## src/rtl/load_cell_a2d_rdr.sv

```systemverilog
// load_cell_a2d_rdr
//   SPI master polling an ADC128S-style 8-channel 12-bit A2D. Each nxt
//   request runs one conversion on the next slot of a fixed 4-slot round
//   robin (left load, right load, steer pot, battery). A conversion is a
//   16-bit channel command followed, after a 2-clk deselect gap, by a 16-bit
//   result read. On completion one reading register updates and cnv_cmplt
//   pulses for one clk.
//
// Ports
//   clk, rst_n      system clock / async active-low reset
//   nxt             one-cycle request, honoured only while idle
//   lft_ld, rght_ld, steer_pot, batt   registered 12-bit readings
//   cnv_cmplt       one-clk pulse, coincident with the reading update
//   SS_n, SCLK, MOSI, MISO             SPI (SCLK = clk/32, idles high)
module load_cell_a2d_rdr #(
    parameter logic [2:0] CH_LFT   = 3'd0,
    parameter logic [2:0] CH_RGHT  = 3'd4,
    parameter logic [2:0] CH_STEER = 3'd5,
    parameter logic [2:0] CH_BATT  = 3'd6
) (
    input  logic        clk,
    input  logic        rst_n,
    input  logic        nxt,
    output logic [11:0] lft_ld,
    output logic [11:0] rght_ld,
    output logic [11:0] steer_pot,
    output logic [11:0] batt,
    output logic        cnv_cmplt,
    output logic        SS_n,
    output logic        SCLK,
    output logic        MOSI,
    input  logic        MISO
);

    typedef enum logic [2:0] {IDLE, CMD, GAP, READ, DONE} state_t;

    // 23 puts SCLK high with its first fall 9 clk after SS_n drops
    localparam logic [4:0] CNT_LOAD = 5'd23;

    state_t      state_q, state_d;
    logic [1:0]  ptr_q;
    logic [4:0]  cnt_q;
    logic [4:0]  rise_q;
    logic [15:0] shft_q;
    logic        smpl_q;
    logic        ss_n_q;
    logic        gap_q;
    logic [11:0] lft_q, rght_q, steer_q, batt_q;
    logic        cmplt_q;

    logic        start;
    logic        rise_pt, fall_pt, last_pt;
    logic [2:0]  ch;

    always_comb begin
        ch = CH_LFT;
        case (ptr_q)
            2'd0:    ch = CH_LFT;
            2'd1:    ch = CH_RGHT;
            2'd2:    ch = CH_STEER;
            default: ch = CH_BATT;
        endcase
    end

    assign rise_pt = !ss_n_q && (cnt_q == 5'd15);
    assign fall_pt = !ss_n_q && (cnt_q == 5'd31);
    // After the 16th rise the would-be 17th fall ends the transaction instead
    assign last_pt = fall_pt && (rise_q == 5'd16);

    always_ff @(posedge clk or negedge rst_n) begin
        if (!rst_n) state_q <= IDLE;
        else        state_q <= state_d;
    end

    always_comb begin
        state_d = state_q;
        start   = 1'b0;
        case (state_q)
            IDLE: if (nxt) begin
                state_d = CMD;
                start   = 1'b1;
            end
            CMD:  if (last_pt) state_d = GAP;
            GAP:  if (gap_q) begin
                state_d = READ;
                start   = 1'b1;
            end
            READ: if (last_pt) state_d = DONE;
            DONE: state_d = IDLE;
            default: state_d = IDLE;
        endcase
    end

    always_ff @(posedge clk or negedge rst_n) begin
        if (!rst_n) begin
            ss_n_q  <= 1'b1;
            cnt_q   <= CNT_LOAD;
            rise_q  <= 5'd0;
            smpl_q  <= 1'b0;
            shft_q  <= 16'h0000;
            gap_q   <= 1'b0;
            ptr_q   <= 2'd0;
            lft_q   <= 12'h000;
            rght_q  <= 12'h000;
            steer_q <= 12'h000;
            batt_q  <= 12'h000;
            cmplt_q <= 1'b0;
        end else begin
            if (start)        ss_n_q <= 1'b0;
            else if (last_pt) ss_n_q <= 1'b1;

            // Parked at the load value while deselected, so SCLK idles high
            if (!ss_n_q && !last_pt) cnt_q <= cnt_q + 5'd1;
            else                     cnt_q <= CNT_LOAD;

            if (start)        rise_q <= 5'd0;
            else if (rise_pt) rise_q <= rise_q + 5'd1;

            if (rise_pt) smpl_q <= MISO;

            // The first fall precedes any rise: nothing has been sampled and
            // the A2D has not yet taken the command MSB, so it is skipped.
            // The end point still shifts so the 16th sample lands in bit 0.
            if (start)
                shft_q <= {2'b00, ch, 11'h000};
            else if (fall_pt && (rise_q != 5'd0))
                shft_q <= {shft_q[14:0], smpl_q};

            gap_q <= (state_q == GAP);

            cmplt_q <= (state_q == DONE);
            if (state_q == DONE) begin
                case (ptr_q)
                    2'd0:    lft_q   <= shft_q[11:0];
                    2'd1:    rght_q  <= shft_q[11:0];
                    2'd2:    steer_q <= shft_q[11:0];
                    default: batt_q  <= shft_q[11:0];
                endcase
                ptr_q <= ptr_q + 2'd1;
            end
        end
    end

    assign SS_n      = ss_n_q;
    assign SCLK      = cnt_q[4];
    assign MOSI      = shft_q[15] & ~ss_n_q;
    assign lft_ld    = lft_q;
    assign rght_ld   = rght_q;
    assign steer_pot = steer_q;
    assign batt      = batt_q;
    assign cnv_cmplt = cmplt_q;

endmodule
```

## config.mk

```make
export PLATFORM = sky130hd
export DESIGN_NAME = load_cell_a2d_rdr
export DESIGN_NICKNAME = d
export VERILOG_FILES = /design/src/rtl/load_cell_a2d_rdr.sv
export SDC_FILE = /design/constraint.sdc
export NUM_CORES = 1
export LEC_CHECK = 0
export ABC_AREA = 1
export CAP_MARGIN = 20
export CORE_UTILIZATION = 60
export CTS_BUF_LIST = sky130_fd_sc_hd__clkbuf_8
export CTS_CLUSTER_SIZE = 8
export DETAILED_ROUTE_END_ITERATION = 8
export PLACE_DENSITY = 0.88
export RECOVER_POWER = 25
export SYNTH_ARGS = -nofsm -noshare
export SYNTH_HDL_FRONTEND = slang
export SYNTH_SLANG_ARGS = --single-unit
```

## constraint.sdc

```tcl
create_clock -name clk -period 2.7 [get_ports clk]
set_input_delay 0.405 -clock clk [delete_from_list [all_inputs] [get_ports clk]]
set_output_delay 0.405 -clock clk [all_outputs]
set_load 0.01 [all_outputs]
```

==> results_dict.tcl, run 1 <==
set metrics [dict create \
    status "complete, but fails checks" \
    violations "max-capacitance violations, max-slew violations" \
    setup_violations 0 \
    clk_latency_ps 360 \
    wire_per_inst_um 14.3 \
    hold-path-cell-count 1 \
    vias 2651 \
    gr-usage-all-layers 0.266 \
    max-cap-violations 1 \
    synth-seq-area-share 0.590 \
    cellPowerDensity_mw_per_mm2 502 \
    die_area_mm2 0.00620 \
    grt_max_degree 84 \
    rsz0062_at_grt "no" \
    setup_tns_ps 0 \
    path_max_fanout 57 \
    crit_buf_inv 3 \
    wl_met2_um 3590 \
    wirelength_um 7140 \
    antenna_found_initial 0 \
    root_buffer "clkbuf_8" \
    pin_count 56 \
    fin_nets 435 \
    drc 0 \
    area_delta_synth_final_pct 20.9 \
    fin_crit_ps 1910 \
    core_mm2 0.00561 \
    yosys.area.top_type "dfrtp_1" \
    synth-xor-area-share 0.00744 \
    syn_nets 377 \
    critical_path_class "input pin to async pin" \
    holdWs_ps 473 \
    wl_met1_um 3080 \
    dp_hpwl_um 5020 \
    synthFlopType "dfrtp_1" \
    finalHoldViolCount 0 \
    hold_path.class "flip-flop to flip-flop" \
    cts_max_level 3 \
    synth_most_common_cell "nand2_1" \
    grt_pass1_vias 2582 \
    cp.arrival_ps 2450 \
    r2r-start "cnt_q[0]" \
    synth_top_area_share 0.552 \
    clock_sinks 83 \
    critPathTopFamily "buffers and inverters" \
    row_count 27 \
    synth-simple-area-share 0.221 \
    io_buffers 55 \
    synth_adder_area_share 0.0354 \
    fin_skew_ps 7.62 \
    syn-mean-instance-area_um2 9.73 \
    cts_tree "built" \
    finalMaxSlewViolations 27 \
    synthCells 363 \
    period_share 0.708 \
    worstPathCellList "dlygate4sd3_1 > clkbuf_1 > buf_16" \
    synth.distinct_cells 27 \
    cp_slowest_cell "clkbuf_1" \
    worst-path-stages 3 \
    async_reset_ff_frac 1.00 \
    drtAntennaViolNets 0 \
    numCtsBuffers 9 \
    grt_overflow 0 \
    cp-start-kind "input pin" \
    p_leak_nw 2.09 \
    tightestPinTransition_ps 1580 \
    hp-start "cnt_q[0]" \
    synth_mux_area_frac 0.00319 \
    vias_per_cell 5.32 \
    mappedNetlistArea_mm2 0.00353 \
    dr.pass1.iters 6 \
    cp_slowest_stage_delay_ps 1140 \
    crit_path_start "rst_n" \
    layout-drive-gt1-share 0.0869 \
    ys_ff_latch 83 \
    synth_top_family_by_area "simple AND/OR/NAND/NOR gates" \
    synth_compound_area_frac 0.0737 \
    cts.path.max_buffers 2 \
    routabilityCongestion 0.799 \
    cts_setup_buffers 0 \
    start_util 0.630 \
    synth-edff-count 0 \
    dp.cells 480 \
    crit_path_end_kind "async pin" \
    grt_pass1_wl_um 12300 \
    max_slew_margin -0.0521 \
    max_freq_ghz 0.523 \
    ir_worst_vdd_mv 0.433 \
    worstRegToRegCells 9 \
    fin_cells 498 \
    worstPathRequired_ps 3230 \
    antenna_cells 0 \
    drt-initial-drc-count 188 \
    top_layer_used "met4" \
    synthTopCellsByArea "dfrtp_1 55%, nand2_1 13%, o21ai_0 7.1%" \
    cts_resized 0 \
    fp.dieW_um 78.7 \
    wl_met3_um 309 \
    yosysWarnings 0 \
    clk_pin_slew_ps 80 \
    ys_top_cells_by_count "126 x nand2_1, 78 x dfrtp_1, 50 x o21ai_0" \
    die_h_um 78.7 \
    cts_hold_buf 0 \
]
routing by layer:
| layer | vias up | GRT usage |
|---|---|---|
| met5 | - | 0 |
| met4 | 0 | 0.113 |
| met3 | 14 | 0.0621 |
| met2 | 91 | 0.437 |
| met1 | 1293 | 0.340 |
| li1 | 1253 | - |
cell usage in the layout (no fill, tap or decap), types with 3 or more instances in the layout:
master / n
clkdlybuf4s50_1: 54
dfrtp_1: 78
nand2_1: 126
dfstp_2: 5
nand2_4: 5
clkinv_4: 3
nand3_1: 9
xor2_1: 3
clkbuf_8: 9
ha_1: 10
nor2_1: 17
inv_1: 33
o21ai_0: 50
report_power, final:
part | switching [mW] | internal (mW) | leakage [nW] | total [mW]
Clock | 0.439 | 0.425 | 0.104 | 0.864
Sequential | 0.000971 | 1.24 | 1.13 | 1.24
Combinational | 0.0263 | 0.00921 | 0.856 | 0.0355
through the flow:
| step | utilization | power (mW) | setup slack (ps) | area (um^2) |
|---|---|---|---|---|
| 2_1_floorplan | - | 1.27 | 957 | 3530 |
| 3_3_place_gp | 0.723 | 1.30 | 961 | 4060 |
| 3_5_place_dp | 0.723 | 1.30 | 857 | 4060 |
| 4_1_cts | 0.758 | 2.16 | 796 | 4250 |
| 5_1_grt | 0.762 | 2.22 | 471 | 4270 |
| 6_report | 0.762 | 2.14 | 789 | 4270 |
worst register-to-register path: cells and delay by family (launching register included):
kind | cells | cell delay [ps]
adders and majority gates | 2 | 390
DFF | 1 | 550
and+or+nand+nor | 7 | 840
cells by family (layout without fill, tap and decap cells):
group,after synthesis,count (layout)
multiplexers,1,1
AND/OR/NAND/NOR,171,171
AO/OA/AOI/OAI,52,52
XOR/XNOR,3,3
buffers and inverters,43,106
flip-flops,83,83
adder cells (fa/ha/maj),10,10
final cells by class:
| class | count | area (um^2) |
|---|---|---|
| multi-input cells | 237 | 1200 |
| clock buffers | 9 | 124 |
| fillers | 399 | 1340 |
| clock inverters | 7 | 70.1 |
| well taps | 72 | 90.1 |
| flip-flops and latches | 83 | 2080 |
| repair buffers | 57 | 582 |
| inverters | 33 | 125 |
worst paths after layout:
check	end	slack, ps
min in group asynchronous	cnv_cmplt	970
setup / recovery	shft_q[13]	790
hold reg to reg	cnt_q[0]	470
hold / removal	cnt_q[0]	470
max in group clk	rise_q[3]	810
setup reg to reg	rise_q[3]	810
sequential cells by signal (all words and copies together) (netlist names):
| name | count |
|---|---|
| ptr_q | 2 |
| state_q | 3 |
| gap_q | 1 |
| shft_q | 16 |
| SS_n | 1 |
| batt | 12 |
| cnt_q | 5 |
| cnv_cmplt | 1 |
| rght_ld | 12 |
| rise_q | 5 |
| steer_pot | 12 |
| smpl_q | 1 |
| lft_ld | 12 |
No activity file was read; power rests on OpenSTA's default activity.
==> run 2, diff against run 1 <==
--- a/config.mk
+++ b/config.mk
@@ -7,11 +7,11 @@
 export LEC_CHECK = 0
 export ABC_AREA = 1
 export CAP_MARGIN = 20
-export CORE_UTILIZATION = 60
+export CORE_UTILIZATION = 50
 export CTS_BUF_LIST = sky130_fd_sc_hd__clkbuf_8
 export CTS_CLUSTER_SIZE = 8
 export DETAILED_ROUTE_END_ITERATION = 8
-export PLACE_DENSITY = 0.88
+export PLACE_DENSITY = 0.78
 export RECOVER_POWER = 25
 export SYNTH_ARGS = -nofsm -noshare
 export SYNTH_HDL_FRONTEND = slang
==> constraint.sdc (replaced) <==
create_clock -name clk -period 1.65 [get_ports clk]
set_input_delay 0.2475 -clock clk [delete_from_list [all_inputs] [get_ports clk]]
set_output_delay 0.2475 -clock clk [all_outputs]
set_load 0.01 [all_outputs]
==> run 2 against run 1 <==
  * The run ends with negative setup slack left
  * Clock power increased by 94%
  * Critical path depth increased by 4
  * Non-clock buffer count increased by 7
  * First-iteration DRC count decreased by 4.8%
  * Clock skew increased by 5.6 ps
  * Sequential share of layout area decreased by 2.3 points
  * Largest power group unchanged
==> results_dict.tcl, run 2 (synthesized netlist as in run 1, its figures left out) <==
set metrics [dict create \
    status "complete, but fails checks" \
    violations "negative setup slack" \
    max_freq_ghz 0.581 \
    setup_violations 5 \
    die_h_um 86.1 \
    root_buffer "clkbuf_8" \
    clock_sinks 83 \
    path_max_fanout 3 \
    fp.dieW_um 86.1 \
    antenna_cells 0 \
    final_common_cell "nand2_1" \
    finalMaxSlewViolations 0 \
    r2r-start "cnt_q[0]" \
    vias_per_cell 4.91 \
    crit_path_start "cnt_q[0]" \
    dr.pass1.iters 4 \
    antenna_found_initial 0 \
    gr-usage-all-layers 0.208 \
    drtAntennaViolNets 0 \
    numCtsBuffers 9 \
    routabilityCongestion 0.776 \
    drc 0 \
    cts_tree "built" \
    cp_slowest_cell "dfstp_2" \
    io_buffers 55 \
    hold_path.class "flip-flop to flip-flop" \
    critPathTopFamily "flip-flops" \
    crit_buf_inv 1 \
    period_share 1.04 \
    max_slew_margin 0.479 \
    max-cap-violations 0 \
    pin_count 56 \
    final_cell_mix "116 x nand2_1, 78 x dfrtp_1, 51 x clkdlybuf4s50_1" \
    grt_pass1_vias 2506 \
    start_util 0.520 \
    largest_register_ffs 16 \
    finish.utilization 0.660 \
    regMostFlops "shft_q" \
    ir_worst_vdd_mv 0.597 \
    core_mm2 0.00679 \
    die_area_mm2 0.00741 \
    design_area_mm2 0.00449 \
    cts_max_level 3 \
    fin_nets 442 \
    crit_path_end_kind "flip-flop" \
    cts.path.max_buffers 2 \
    layout-drive-gt1-share 0.159 \
    row_count 30 \
    grt_overflow 0 \
    cp.arrival_ps 1960 \
    setup_ws_ps -71.7 \
    hp-start "smpl_q" \
    dpl_cell_area_mm2 0.00415 \
    fin_skew_ps 13.2 \
    tightestPinTransition_ps 782 \
    wirelength_um 7130 \
    clk_pin_slew_ps 80 \
    worstPathCellList "ha_4 > nand2_4 > nor2_4 > ha_2 > nand2_2 > buf_4 > mux2_2" \
    cp-start-kind "flip-flop" \
    grt_max_degree 35 \
    rsz0062_at_grt "yes" \
    critical_path_class "flip-flop to flip-flop" \
    cp_slowest_stage_delay_ps 570 \
    clk_latency_ps 360 \
    dp_hpwl_um 4700 \
    finalHoldViolCount 0 \
    wire_per_inst_um 13.5 \
    drt-initial-drc-count 179 \
    area_delta_synth_final_pct 27.0 \
    power_mw 3.77 \
    vias 2599 \
    p_leak_nw 2.16 \
    grt_pass1_wl_um 11800 \
    worstPathRequired_ps 1890 \
    fin_crit_ps 1720 \
    cellPowerDensity_mw_per_mm2 840 \
]
run 2: cell types whose count changed in the layout (fill, tap and decap cells not counted), sizes merged:
cell	previous run	this run
buf	1	8
clkinv	5	1
inv	33	37
clkdlybuf4s50	54	51
dlygate4sd2	0	3
bufinv	1	2
clkinvlp	1	0
run 2: path summary, 6_finish.rpt:
kind                               to  cells past startpoint  slack (ps)
max                            smpl_q                      7         -70
min reg2reg                 shft_q[0]                      2         490
min                         shft_q[0]                      2         490
min in group asynchronous  rght_ld[5]                      2         510
max in group asynchronous        SS_n                      3         160
max reg2reg                    smpl_q                      7         -70
run 2: cell type report:
| cell class | instances | area [um^2] |
|---|---|---|
| clock inverter | 7 | 106 |
| clock buffer | 9 | 124 |
| tap | 96 | 120 |
| fill | 522 | 2310 |
| timing repair buffer | 64 | 624 |
| sequential | 83 | 2080 |
| multi-input combinational | 237 | 1300 |
| inverter | 33 | 131 |
run 2: worst register-to-register path: cells and delay by family, from the launching register on:
family / cells / cell delay [ps]
and+or+nand+nor: 3 / 240
adders and majority gates: 2 / 380
buffers and inverters: 1 / 160
DFF: 1 / 570
muxes: 1 / 260
run 2: stage by stage:
| stage | cells | worst slack, ps | setup TNS [ps] | hold WS, ps |
|---|---|---|---|---|
| 5_1_grt | 529 | -128 | -1830 | 511 |
| 4_1_cts | 527 | -22.4 | -39.0 | 371 |
| 6_report | 529 | -71.7 | -113 | 488 |
| 3_5_place_dp | 508 | -127 | -1560 | 207 |
| 2_1_floorplan | 363 | -8.00 | -64.6 | -48.1 |
| 3_3_place_gp | 508 | -60.5 | -753 | 203 |
run 2: where the power goes:
group	internal [mW]	total (mW)	switching [mW]
registers	2.04	2.04	0.00156
clock network	0.882	1.68	0.795
logic	0.0114	0.0548	0.0435
total	2.93	3.77	0.840
run 2: repair_timing:
action	CTS	global route
endpoints found under the setup margin	28	30
hold endpoints to repair	30	0
hold buffers	1	0
resized for setup	14	11
pin swaps	10	3
setup buffers	2	2
run 2: layer usage:
layer / GRT usage / wire length (um)
met1: 0.296 / 3370
met5: 0 / 0
met3: 0.0366 / 296
met4: 0.0970 / 124
met2: 0.312 / 3330
==> run 3, diff against run 2 <==
--- a/config.mk
+++ b/config.mk
@@ -7,11 +7,10 @@
 export LEC_CHECK = 0
 export ABC_AREA = 1
 export CAP_MARGIN = 20
-export CORE_UTILIZATION = 50
+export CORE_UTILIZATION = 30
 export CTS_BUF_LIST = sky130_fd_sc_hd__clkbuf_8
 export CTS_CLUSTER_SIZE = 8
 export DETAILED_ROUTE_END_ITERATION = 8
-export PLACE_DENSITY = 0.78
 export RECOVER_POWER = 25
 export SYNTH_ARGS = -nofsm -noshare
 export SYNTH_HDL_FRONTEND = slang
==> run 3 against run 2 <==
  * Sequential power about the same
  * The run still ends with negative setup slack left
  * Hold slack worse by 1.4 ps
  * Critical path depth rose by 4
  * Non-clock buffer count is 1 higher
  * Sequential share of layout area down 0.78 points
  * Critical path type unchanged
  * Wire length rose by 2.4%
  * Worst setup slack improved by 17 ps
  * Fmax grew 0.99%
  * Die area grew 65%
  * Power shrank 6.7%
==> results_dict.tcl, run 3 (synthesized netlist as in run 1, its figures left out) <==
set metrics [dict create \
    layout-drive-gt1-share 0.166 \
    worstPathRequired_ps 1950 \
    largest_register_ffs 16 \
    start_util 0.308 \
    regMostFlops "shft_q" \
    critical_path_class "flip-flop to flip-flop" \
    period_share 1.03 \
    max_freq_ghz 0.587 \
    ir_worst_vdd_mv 0.382 \
    dr.pass1.iters 4 \
    cts.path.max_buffers 2 \
    final_common_cell "nand2_1" \
    gr-usage-all-layers 0.129 \
    tightestPinTransition_ps 898 \
    setup_ws_ps -54.8 \
    clk_latency_ps 350 \
    setup_violations 15 \
    violations "negative setup slack" \
    antenna_cells 0 \
    grt_pass1_wl_um 12600 \
    vias_per_cell 4.39 \
    cellPowerDensity_mw_per_mm2 771 \
    cts_max_level 3 \
    cp-start-kind "flip-flop" \
    drtAntennaViolNets 0 \
    fin_cells 578 \
    pin_count 56 \
    clock_sinks 83 \
    grt_overflow 0 \
    fin_crit_ps 1700 \
    fillers 1129 \
    die_h_um 111 \
    holdWs_ps 487 \
    finalMaxSlewViolations 0 \
    numCtsBuffers 9 \
    crit_path_end_kind "flip-flop" \
    area_delta_synth_final_pct 29.1 \
    root_buffer "clkbuf_8" \
    hold_path.class "flip-flop to flip-flop" \
    setup_tns_ps -566 \
    grt_pass1_vias 2575 \
    cp.arrival_ps 2010 \
    row_count 39 \
    drt-initial-drc-count 144 \
    fp.dieW_um 111 \
    final_cell_mix "114 x nand2_1, 78 x dfrtp_1, 51 x clkdlybuf4s50_1" \
    reg2reg_slack_ps -50 \
    clk_pin_slew_ps 90 \
    drc 0 \
    routabilityCongestion 0.774 \
    finalHoldViolCount 0 \
    status "complete, but fails checks" \
    p_leak_nw 2.18 \
    rsz0062_at_grt "yes" \
    path_max_fanout 6 \
    wirelength_um 7300 \
    grt_max_degree 36 \
    cts_tree "built" \
    fin_nets 444 \
    finish.utilization 0.398 \
    dpl_worst_slack_ps -114 \
    vias 2535 \
    dp_hpwl_um 5140 \
    max-cap-violations 0 \
    antenna_found_initial 0 \
    io_buffers 55 \
    wire_per_inst_um 12.6 \
    core_mm2 0.0115 \
    max_slew_margin 0.402 \
    fin_skew_ps 7.84 \
    dp.cells 555 \
    die_area_mm2 0.0122 \
]
run 3: cell types whose count changed in the layout (fill, tap and decap cells not counted), moves of 2 or more:
cell / delta
clkinvlp_4: +2
inv_6: -2
nand2_1: -2
bufinv_16: -2
inv_8: +3
nand2_2: -2
nand2_4: +4
run 3: area by class of cell:
cell class | instances | area [um^2] | area share
Clock buffer | 9 | 124 | 0.0271
Clock inverter | 7 | 68.8 | 0.0151
Inverter | 33 | 134 | 0.0293
Multi-Input combinational cell | 238 | 1330 | 0.290
Sequential cell | 83 | 2080 | 0.457
Tap cell | 143 | 179 | 0.0392
Timing Repair Buffer | 65 | 649 | 0.142
run 3: metrics by stage:
| step | total power, mW | instance area (um^2) |
|---|---|---|
| CTS | 3.58 | 4470 |
| global placement | 2.14 | 4220 |
| finish | 3.52 | 4560 |
| floorplan | 2.08 | 3560 |
| global route | 3.66 | 4560 |
| detailed placement | 2.14 | 4220 |
run 3: critical path: stages (launching register included):
cell and delay (ps):
dfstp_2 570, ha_4 150, nand2_4 50, nor2_4 110, ha_4 150, nand2_4 60, inv_4 60, nand2_4 60
nor2_4 170, clkbuf_16 170, nand2_2 40, nand2_1 60
run 3: worst paths after layout:
check	startpoint	endpoint	depth (start not counted)
min in group asynchronous	rst_n	batt[7]	2
worst min-delay path	shft_q[12]	shft_q[12]	2
worst min register to register	shft_q[12]	shft_q[12]	2
worst max-delay path	cnt_q[0]	shft_q[14]	11
max in group asynchronous	rst_n	rght_ld[1]	3
worst max register to register	cnt_q[0]	shft_q[14]	11
run 3: power breakdown:
part	internal, mW	switching [mW]	total, mW
logic	0.0112	0.0431	0.0543
registers	2.04	0.00250	2.04
clock network	0.594	0.832	1.43
run 3: timing repair:
action,4_1_cts,5_1_grt
buffers inserted,1,3
cloned,1,1
pin swaps,6,13
hold endpoints to repair,28,0
hold buffers,1,0
resized for setup,10,21
endpoints found under the setup margin,25,29
run 3: layer usage:
layer | track usage | vias up | part of all wire
li1 | - | 1275 | -
met1 | 0.174 | 1204 | 0.49
met2 | 0.201 | 48 | 0.46
met3 | 0.0362 | 8 | 0.038
met4 | 0.0373 | 0 | 0.0097
met5 | 0 | - | 0
